[src/rtl/rf_wb_arbiter_if.sv]
// Signal bundle between writeback producers, the writeback arbiter and the register file's two write ports.
interface rf_wb_arbiter_if #(
    parameter int NREQ = 4,
    parameter int XLEN = 64,
    parameter int AW   = 5
);
    logic [NREQ-1:0]      req_valid;
    logic [NREQ*AW-1:0]   req_addr;
    logic [NREQ*XLEN-1:0] req_data;
    logic [NREQ-1:0]      req_ready;
    logic                 rf_bus_0_wen;
    logic [AW-1:0]        rf_bus_0_waddr;
    logic [XLEN-1:0]      rf_bus_0_wdata;
    logic                 rf_bus_1_wen;
    logic [AW-1:0]        rf_bus_1_waddr;
    logic [XLEN-1:0]      rf_bus_1_wdata;

    modport master (
        input  req_valid, req_addr, req_data,
        output req_ready,
        output rf_bus_0_wen, rf_bus_0_waddr, rf_bus_0_wdata,
        output rf_bus_1_wen, rf_bus_1_waddr, rf_bus_1_wdata
    );

    modport slave (
        output req_valid, req_addr, req_data,
        input  req_ready,
        input  rf_bus_0_wen, rf_bus_0_waddr, rf_bus_0_wdata,
        input  rf_bus_1_wen, rf_bus_1_waddr, rf_bus_1_wdata
    );
endinterface

[src/rtl/rf_wb_arbiter.sv]
// Round-robin writeback arbiter: grants up to two requesters per cycle onto the register file's
// two registered write ports, never letting both ports write the same nonzero register.
module rf_wb_arbiter #(
    parameter int NREQ = 4,
    parameter int XLEN = 64,
    parameter int AW   = 5
) (
    input  logic                     clock,
    input  logic                     reset,
    rf_wb_arbiter_if.master          bus,
    output logic [$clog2(NREQ)-1:0]  rr_ptr
);
    localparam int PW = $clog2(NREQ);
    localparam logic [PW-1:0] LAST_IDX = PW'(NREQ - 1);

    logic [AW-1:0]   w_addr [NREQ];
    logic [XLEN-1:0] w_data [NREQ];

    logic [PW-1:0]   r_rrPtr;
    logic            r_wen0;
    logic [AW-1:0]   r_waddr0;
    logic [XLEN-1:0] r_wdata0;
    logic            r_wen1;
    logic [AW-1:0]   r_waddr1;
    logic [XLEN-1:0] r_wdata1;

    logic            w_slot0Found;
    logic            w_slot1Found;
    logic [PW-1:0]   w_slot0Idx;
    logic [PW-1:0]   w_slot1Idx;
    logic [PW-1:0]   w_scanIdx;
    logic [NREQ-1:0] w_ready;

    for (genvar g = 0; g < NREQ; g++) begin : g_unpack
        assign w_addr[g] = bus.req_addr[g*AW +: AW];
        assign w_data[g] = bus.req_data[g*XLEN +: XLEN];
    end

    function automatic logic [PW-1:0] nextIdx(input logic [PW-1:0] idx);
        return (idx == LAST_IDX) ? '0 : idx + 1'b1;
    endfunction

    // Scan circularly from the pointer; slot1 skips anyone whose nonzero address collides with slot0's.
    always_comb begin
        w_slot0Found = 1'b0;
        w_slot1Found = 1'b0;
        w_slot0Idx   = '0;
        w_slot1Idx   = '0;
        w_scanIdx    = '0;
        for (int k = 0; k < NREQ; k++) begin
            w_scanIdx = PW'((int'(r_rrPtr) + k) % NREQ);
            if (bus.req_valid[w_scanIdx]) begin
                if (!w_slot0Found) begin
                    w_slot0Found = 1'b1;
                    w_slot0Idx   = w_scanIdx;
                end else if (!w_slot1Found &&
                             (w_addr[w_slot0Idx] == '0 || w_addr[w_scanIdx] == '0 ||
                              w_addr[w_scanIdx] != w_addr[w_slot0Idx])) begin
                    w_slot1Found = 1'b1;
                    w_slot1Idx   = w_scanIdx;
                end
            end
        end
    end

    always_comb begin
        w_ready = '0;
        if (!reset) begin
            if (w_slot0Found) w_ready[w_slot0Idx] = 1'b1;
            if (w_slot1Found) w_ready[w_slot1Idx] = 1'b1;
        end
    end

    // Writes to x0 still take a port and update its address/data, but never raise wen.
    always_ff @(posedge clock) begin
        if (reset) begin
            r_rrPtr  <= '0;
            r_wen0   <= 1'b0;
            r_waddr0 <= '0;
            r_wdata0 <= '0;
            r_wen1   <= 1'b0;
            r_waddr1 <= '0;
            r_wdata1 <= '0;
        end else begin
            r_wen0 <= w_slot0Found && (w_addr[w_slot0Idx] != '0);
            r_wen1 <= w_slot1Found && (w_addr[w_slot1Idx] != '0);
            if (w_slot0Found) begin
                r_waddr0 <= w_addr[w_slot0Idx];
                r_wdata0 <= w_data[w_slot0Idx];
            end
            if (w_slot1Found) begin
                r_waddr1 <= w_addr[w_slot1Idx];
                r_wdata1 <= w_data[w_slot1Idx];
            end
            if (w_slot1Found) begin
                r_rrPtr <= nextIdx(w_slot1Idx);
            end else if (w_slot0Found) begin
                r_rrPtr <= nextIdx(w_slot0Idx);
            end
        end
    end

    assign bus.req_ready      = w_ready;
    assign bus.rf_bus_0_wen   = r_wen0;
    assign bus.rf_bus_0_waddr = r_waddr0;
    assign bus.rf_bus_0_wdata = r_wdata0;
    assign bus.rf_bus_1_wen   = r_wen1;
    assign bus.rf_bus_1_waddr = r_waddr1;
    assign bus.rf_bus_1_wdata = r_wdata1;
    assign rr_ptr             = r_rrPtr;
endmodule

[src/flat_wrapper.sv]
// flat-port wrapper written by rule: the top's interface ports become plain ports
module rf_wb_arbiter_flat 
#(
    parameter int NREQ = 4,
    parameter int XLEN = 64,
    parameter int AW   = 5
)
  (clock, reset, rr_ptr, bus_req_valid, bus_req_addr, bus_req_data, bus_req_ready, bus_rf_bus_0_wen, bus_rf_bus_0_waddr, bus_rf_bus_0_wdata, bus_rf_bus_1_wen, bus_rf_bus_1_waddr, bus_rf_bus_1_wdata);
  rf_wb_arbiter_if #(.NREQ(NREQ), .XLEN(XLEN), .AW(AW)) bus_i ();
  input  logic clock;
  input  logic reset;
  output logic [$clog2(NREQ)-1:0] rr_ptr;
  input wire logic [$bits(bus_i.req_valid)-1:0] bus_req_valid;
  input wire logic [$bits(bus_i.req_addr)-1:0] bus_req_addr;
  input wire logic [$bits(bus_i.req_data)-1:0] bus_req_data;
  output wire logic [$bits(bus_i.req_ready)-1:0] bus_req_ready;
  output wire logic [$bits(bus_i.rf_bus_0_wen)-1:0] bus_rf_bus_0_wen;
  output wire logic [$bits(bus_i.rf_bus_0_waddr)-1:0] bus_rf_bus_0_waddr;
  output wire logic [$bits(bus_i.rf_bus_0_wdata)-1:0] bus_rf_bus_0_wdata;
  output wire logic [$bits(bus_i.rf_bus_1_wen)-1:0] bus_rf_bus_1_wen;
  output wire logic [$bits(bus_i.rf_bus_1_waddr)-1:0] bus_rf_bus_1_waddr;
  output wire logic [$bits(bus_i.rf_bus_1_wdata)-1:0] bus_rf_bus_1_wdata;
  assign bus_i.req_valid = bus_req_valid;
  assign bus_i.req_addr = bus_req_addr;
  assign bus_i.req_data = bus_req_data;
  assign bus_req_ready = bus_i.req_ready;
  assign bus_rf_bus_0_wen = bus_i.rf_bus_0_wen;
  assign bus_rf_bus_0_waddr = bus_i.rf_bus_0_waddr;
  assign bus_rf_bus_0_wdata = bus_i.rf_bus_0_wdata;
  assign bus_rf_bus_1_wen = bus_i.rf_bus_1_wen;
  assign bus_rf_bus_1_waddr = bus_i.rf_bus_1_waddr;
  assign bus_rf_bus_1_wdata = bus_i.rf_bus_1_wdata;
  rf_wb_arbiter #(.NREQ(NREQ), .XLEN(XLEN), .AW(AW)) u_core (.clock(clock), .reset(reset), .bus(bus_i), .rr_ptr(rr_ptr));
endmodule
[config.mk]
export PLATFORM = sky130hd
export DESIGN_NAME = rf_wb_arbiter_flat
export DESIGN_NICKNAME = d
export VERILOG_FILES = /design/src/rtl/rf_wb_arbiter_if.sv /design/src/rtl/rf_wb_arbiter.sv /design/src/flat_wrapper.sv
export SDC_FILE = /design/constraint.sdc
export NUM_CORES = 1
export LEC_CHECK = 0
export ABC_AREA = 1
export BUFFER_PORTS_ARGS = -buffer_cell sky130_fd_sc_hd__buf_2
export CAP_MARGIN = 0
export CORE_MARGIN = 2
export CORE_UTILIZATION = 40
export DETAILED_ROUTE_END_ITERATION = 8
export PLACE_DENSITY_LB_ADDON = 0.12
export SLEW_MARGIN = 10
export SYNTH_ARGS = -nofsm -noshare
export SYNTH_HDL_FRONTEND = slang
export SYNTH_SLANG_ARGS = --single-unit
[constraint.sdc]
create_clock -name clock -period 7.1 [get_ports clock]
set_input_delay 1.42 -clock clock [delete_from_list [all_inputs] [get_ports clock]]
set_output_delay 1.42 -clock clock [all_outputs]
set_load 0.005 [all_outputs]
# After elaboration in Yosys (flattened, before gate mapping)
# Index checks and enable logic that the tools add are counted.
# word_totals
reg_bits,142
input_bits,282
output_inout_bits,146
word_cells,144
# classes
n_addsub,5
order_cmp,16
eq_ne,5
n_mux,79
bitwise,9
n_reduce_logical,23
# op_table
operator,count
$bmux 64 s2,2
$mux 64,4
$bmux 5 s2,8
$mux 5,16
$mux 2,20
$logic_not 5->1,6
$ge 3x3->1 const B,8
$not 2->3,8
$mux 1,19
$lt 2x3->1 const B,6
$mux 4,4
$ne 5x5->1,3
$reduce_bool 5->1,2
$bmux 1 s2,4
$add 2x1->2 const B,3
$logic_and 1x1->1,6
$logic_or 1x1->1,6
$add 2x2->2 const B,2
$demux 1 s2,2
$eq 2x2->1 const B,2
$ge 2x1->1 const B,2
$or 4x4->4,1
$logic_not 1->1,2
$reduce_bool 2->1,1

# Logic depth before layout (Yosys ltp)
# logic_depth
word_depth,30
depth_mapped,31
depth_no_buf,28

# Worst setup path after synthesis
# OpenSTA, ideal clock, no wires.
# synth_path
path_type,input port to output port
startpoint,input port bus_req_valid[3]
endpoint,output port bus_req_ready[0]
arrival_time_ns,4.299
required_ns,5.680
setup_slack_ns,1.381
path_stages,23
path_buffers,3
cell_sequence,inv_1 > nand2_1 > nand3_2 > nand2_1 > ha_1 > buf_2 > nand2_1 > o21ai_0 > or2_2 > o21ai_1 > xor2_1 > nand3_1 > nor3_1 > nand2_1 > nand2_1 > nand2_1 > o21ai_1 > nand2_4 > buf_4 > buf_2 > ha_1 > a22oi_1 > nor2_1
# synth_between
elab_chain_cells,30
word_cells_on_any_way,80
cone_classes,4 x order compare; 3 x eq/ne; 54 x mux; 4 x bitwise; 15 x reduce/logical
# synth_lines
element,line,source
from (decl),flat_wrapper.sv:13,input wire logic [$bits(bus_i.req_valid)-1:0] bus_req_valid;
$bmux 1 s2,rf_wb_arbiter.sv:52,if (bus.req_valid[w_scanIdx]) begin
$mux 1 (implied by the code),rf_wb_arbiter.sv:52,
$mux 2,rf_wb_arbiter.sv:52,
$not 2->3 (implied by the code),"rf_wb_arbiter.sv:57, rf_wb_arbiter.sv:58",
$bmux 5 s2,"rf_wb_arbiter.sv:57, rf_wb_arbiter.sv:58",
$mux 5 (implied by the code) (2 in series),"rf_wb_arbiter.sv:57, rf_wb_arbiter.sv:58",
$logic_not 5->1,rf_wb_arbiter.sv:57,(w_addr[w_slot0Idx] == '0 || w_addr[w_scanIdx] == '0 ||
$logic_or 1x1->1 (2 in series),rf_wb_arbiter.sv:57,
[... 12 more ...],-,
$mux 2,rf_wb_arbiter.sv:52,
$lt 2x3->1 (implied by the code) or $ge 2x1->1 (tied branches),rf_wb_arbiter.sv:70,if (w_slot1Found) w_ready[w_slot1Idx] = 1'b1;
$logic_and 1x1->1 (implied by the code),rf_wb_arbiter.sv:70,
$mux 1 (implied by the code),rf_wb_arbiter.sv:70,
$demux 1 s2,-,
$or 4x4->4 (no line),-,
$mux 4 (*),rf_wb_arbiter.sv:70,
$mux 4 (*),rf_wb_arbiter.sv:68,if (!reset) begin
to (decl),flat_wrapper.sv:16,output wire logic [$bits(bus_i.req_ready)-1:0] bus_req_ready;
# Mark *: on every way between the ends. The rest lies on a longest branch, timed or not. The select of a mux whose other input is x is not followed.

# Worst setup path in the final report
# layout_path
startpoint,input port bus_req_valid[3]
endpoint,output port bus_req_ready[3]
# Same word-level chain as after synthesis.

==> impl_metrics.env <==
export IMPL_grt_overflow=0
export IMPL_dp_hpwl_um=32440
export IMPL_fin_crit_sh_pct=92.50
export IMPL_cts_max_level=4
export IMPL_slew_headroom_pct=23.38
export IMPL_wire_per_inst_um=17.33
export IMPL_drt_first_pass_iters=5
export IMPL_drive_above_1_share_pct=25.39
export IMPL_fill_cells=3060
export IMPL_rsz0062_at_grt="false"
export IMPL_clock_sinks=142
export IMPL_clock_skew_ps=10.89
export IMPL_final_hold_viol_count=0
export IMPL_ios=428
export IMPL_drv_slew=0
export IMPL_synthSimpleGateAreaFrac_pct=30.07
export IMPL_area_growth_pct=24.18
export IMPL_muxShareOfSynthArea_pct=0
export IMPL_final_cell_mix="429 x nand2_1, 427 x buf_2, 310 x inv_1, 243 x o21ai_0, 196 x nand3_1"
export IMPL_drt_initial_drc_count=1138
export IMPL_crit_fanout=24
export IMPL_die_w_um=173.2
export IMPL_syn_inst=1935
export IMPL_clkTransAtPathRegs_ps=60
export IMPL_cp_data_required_time_ps=5680
export IMPL_cpMostUsedCell="nand2_1"
export IMPL_synth_compound_area_share_pct=27.76
export IMPL_path_class="input port to output port"
export IMPL_netlist_area_um2=11450
export IMPL_avgViaCountPerCell=5.330
export IMPL_cts_root_buf="clkbuf_16"
export IMPL_synthTopCellsByArea="dfxtp_1 25%, nand2_1 14%, o21ai_0 11%"
export IMPL_synthXorXnorAreaFrac_pct=0.1529
export IMPL_ys_async_sr_fraction_pct=0
export IMPL_start_util_pct=40.89
export IMPL_fin_crit_ps=6567
export IMPL_grt_pass1_vias=13000
export IMPL_cts_buffer_depth=2
export IMPL_min_path_type="register to register"
export IMPL_syn_num_nets=2226
export IMPL_ant_nets=0
export IMPL_critical_path_endpoint_type="output port"
export IMPL_worstHoldEndpoint="u_core.bus.rf_bus_1_waddr[4]"
export IMPL_synthAdderAreaFrac_pct=0.9832
export IMPL_cts_tree="built"
export IMPL_grt_max_degree=247
export IMPL_reg2reg_setup_slack_ps=1460
export IMPL_gp_congestion=0.9569
export IMPL_die_area_um2=30000
export IMPL_cp_slowest_stage_delay_ps=430
export IMPL_cts_buffers=17
export IMPL_die_h_um=173.2
export IMPL_yosysTopAreaCell="dfxtp_1"
export IMPL_grt_usage_pct=29.76
export IMPL_arrival_ps=5150
export IMPL_yosys_warnings=0
export IMPL_fin_hold_ws_ps=499.4
export IMPL_status="complete, no violations"
export IMPL_setup_violations=0
export IMPL_synth_top_family_by_area="simple AND/OR/NAND/NOR gates"
export IMPL_yosysSeqAreaShare_pct=24.82
export IMPL_regToRegEndpoint="u_core.bus.rf_bus_1_waddr[2]"
export IMPL_synth_top_flop_cell="dfxtp_1"
export IMPL_synth_cell_types=40
export IMPL_place_ws_ps=441.5
export IMPL_drc=0
export IMPL_cap_violations=0
export IMPL_highest_layer="met5"
export IMPL_setup_slack_ps=532.7
export IMPL_ys_ff_latch=142
export IMPL_wl_met2_um=21420
export IMPL_layout_commonest_cell="nand2_1"
export IMPL_cp_slowest_cell="ha_2"
export IMPL_setup_tns_final_ps=0
export IMPL_routed_via_count=14130
export IMPL_synth_top_area_share_pct=24.82
export IMPL_start_kind="input port"
export IMPL_core_um2=28010
export IMPL_grt_pass1_wl_um=71940
export IMPL_num_rows=61
export IMPL_reg2reg_depth=27
export IMPL_rr_startpoint="u_core.rr_ptr[0]"
export IMPL_clk_latency_ps=430
export IMPL_antenna_found_initial=10
export IMPL_met1_length_um=19170
export IMPL_synth_edf_count=0
export IMPL_hp_start="u_core.bus.rf_bus_1_waddr[4]"
export IMPL_dr_wl_met3_um=3645
export IMPL_syn_area_per_cell_um2=5.919
export IMPL_io_buffers=427
export IMPL_wl_um=45950
export IMPL_worst_slew_pin_slew_ps=1149
export IMPL_fin_nets=2543
export IMPL_cts_post_setup_buffers_inserted=0
export IMPL_clock_fmax_ghz=0.1523
export IMPL_whs_path_depth=2
==> per-stage QoR <==
stage / cell area (um^2) / util [%] / std cells
floorplan: 11450 / - / 1935
CTS: 14200 / 50.69 / 2643
finish: 14220 / 50.78 / 2651
global route: 14220 / 50.77 / 2650
global placement: 13580 / 48.47 / 2611
detailed placement: 13580 / 48.47 / 2611
==> metal layers <==
| metal | vias to the layer above | GRT usage [%] |
|---|---|---|
| met1 | 6464 | 36.96 |
| li1 | 7008 | - |
| met5 | - | 0 |
| met4 | 4 | 13.49 |
| met3 | 87 | 6.776 |
| met2 | 568 | 49.13 |
==> cells in the mapped netlist (3+ instances only) <==
| master | instances |
|---|---|
| inv_2 | 4 |
| o21ai_0 | 243 |
| nand3b_1 | 4 |
| buf_1 | 4 |
| nor3_1 | 4 |
| nand3_1 | 196 |
| o32ai_1 | 4 |
| buf_2 | 42 |
| o21ai_1 | 65 |
| ha_1 | 9 |
| nand3_2 | 4 |
| or2_2 | 69 |
| dfxtp_1 | 142 |
| nand2_1 | 429 |
| inv_1 | 313 |
| buf_6 | 3 |
| a22oi_1 | 4 |
| o211ai_1 | 69 |
| o22ai_1 | 4 |
| nand2_2 | 12 |
| o221ai_1 | 64 |
| clkbuf_1 | 86 |
| nor2_1 | 56 |
| o21bai_1 | 6 |
| a21oi_1 | 71 |
| buf_4 | 10 |
==> worst max-delay path, delay by kind of cell <==
| kind | cells | cell delay (ps) |
|---|---|---|
| AND/OR/NAND/NOR | 19 | 2600 |
| AO/OA/AOI/OAI | 1 | 170 |
| adder cells (fa/ha/maj) | 2 | 620 |
| buffers and inverters | 4 | 320 |
==> worst max path at each step <==
stage	start	endpoint	slack, ps	depth (start not counted)
2_1_floorplan	bus_req_valid[3]	bus_req_ready[0]	1380	23
3_3_place_gp	bus_req_valid[3]	bus_req_ready[1]	510	24
3_5_place_dp	bus_req_valid[3]	bus_req_ready[3]	440	26
4_1_cts	bus_req_valid[3]	bus_req_ready[3]	440	26
5_1_grt	bus_req_valid[3]	bus_req_ready[3]	120	24
6_report	bus_req_valid[3]	bus_req_ready[3]	530	26
==> cells by family after synthesis <==
| group | after synthesis |
|---|---|
| compound gates | 539 |
| fa+ha+maj | 9 |
| xor+xnor | 2 |
| buf+inv | 464 |
| simple gates | 779 |
| flops | 142 |
==> state kept, by name (all words and copies together) (netlist names) <==
name,flops
u_core.bus.rf_bus_1_waddr,5
u_core.bus.rf_bus_1_wdata,64
u_core.bus.rf_bus_0_wen,1
u_core.bus.rf_bus_0_wdata,64
u_core.rr_ptr,2
u_core.bus.rf_bus_0_waddr,5
u_core.bus.rf_bus_1_wen,1
==> layout make-up <==
class                   count  area (um^2)  area share, %
multi-input cells        1329         6787          47.72
flip-flops and latches    142         2843          19.99
repair buffers            443         2270          15.96
inverters                 319         1209          8.498
well taps                 378        473.0          3.325
clock buffers              19        442.9          3.114
clock inverters            13        178.9          1.258
diodes                      8        20.02         0.1408
==> what timing repair did <==
| action | CTS | global route |
|---|---|---|
| gates resized for setup | 0 | 1 |
| hold buffers | 0 | 0 |
| hold endpoints to repair | 0 | 0 |
| setup endpoints to repair | 0 | 3 |
Power is left out: the tool's default activity adds up to more than one toggle a clock period on the data nets, which glitch-free logic cannot reach.
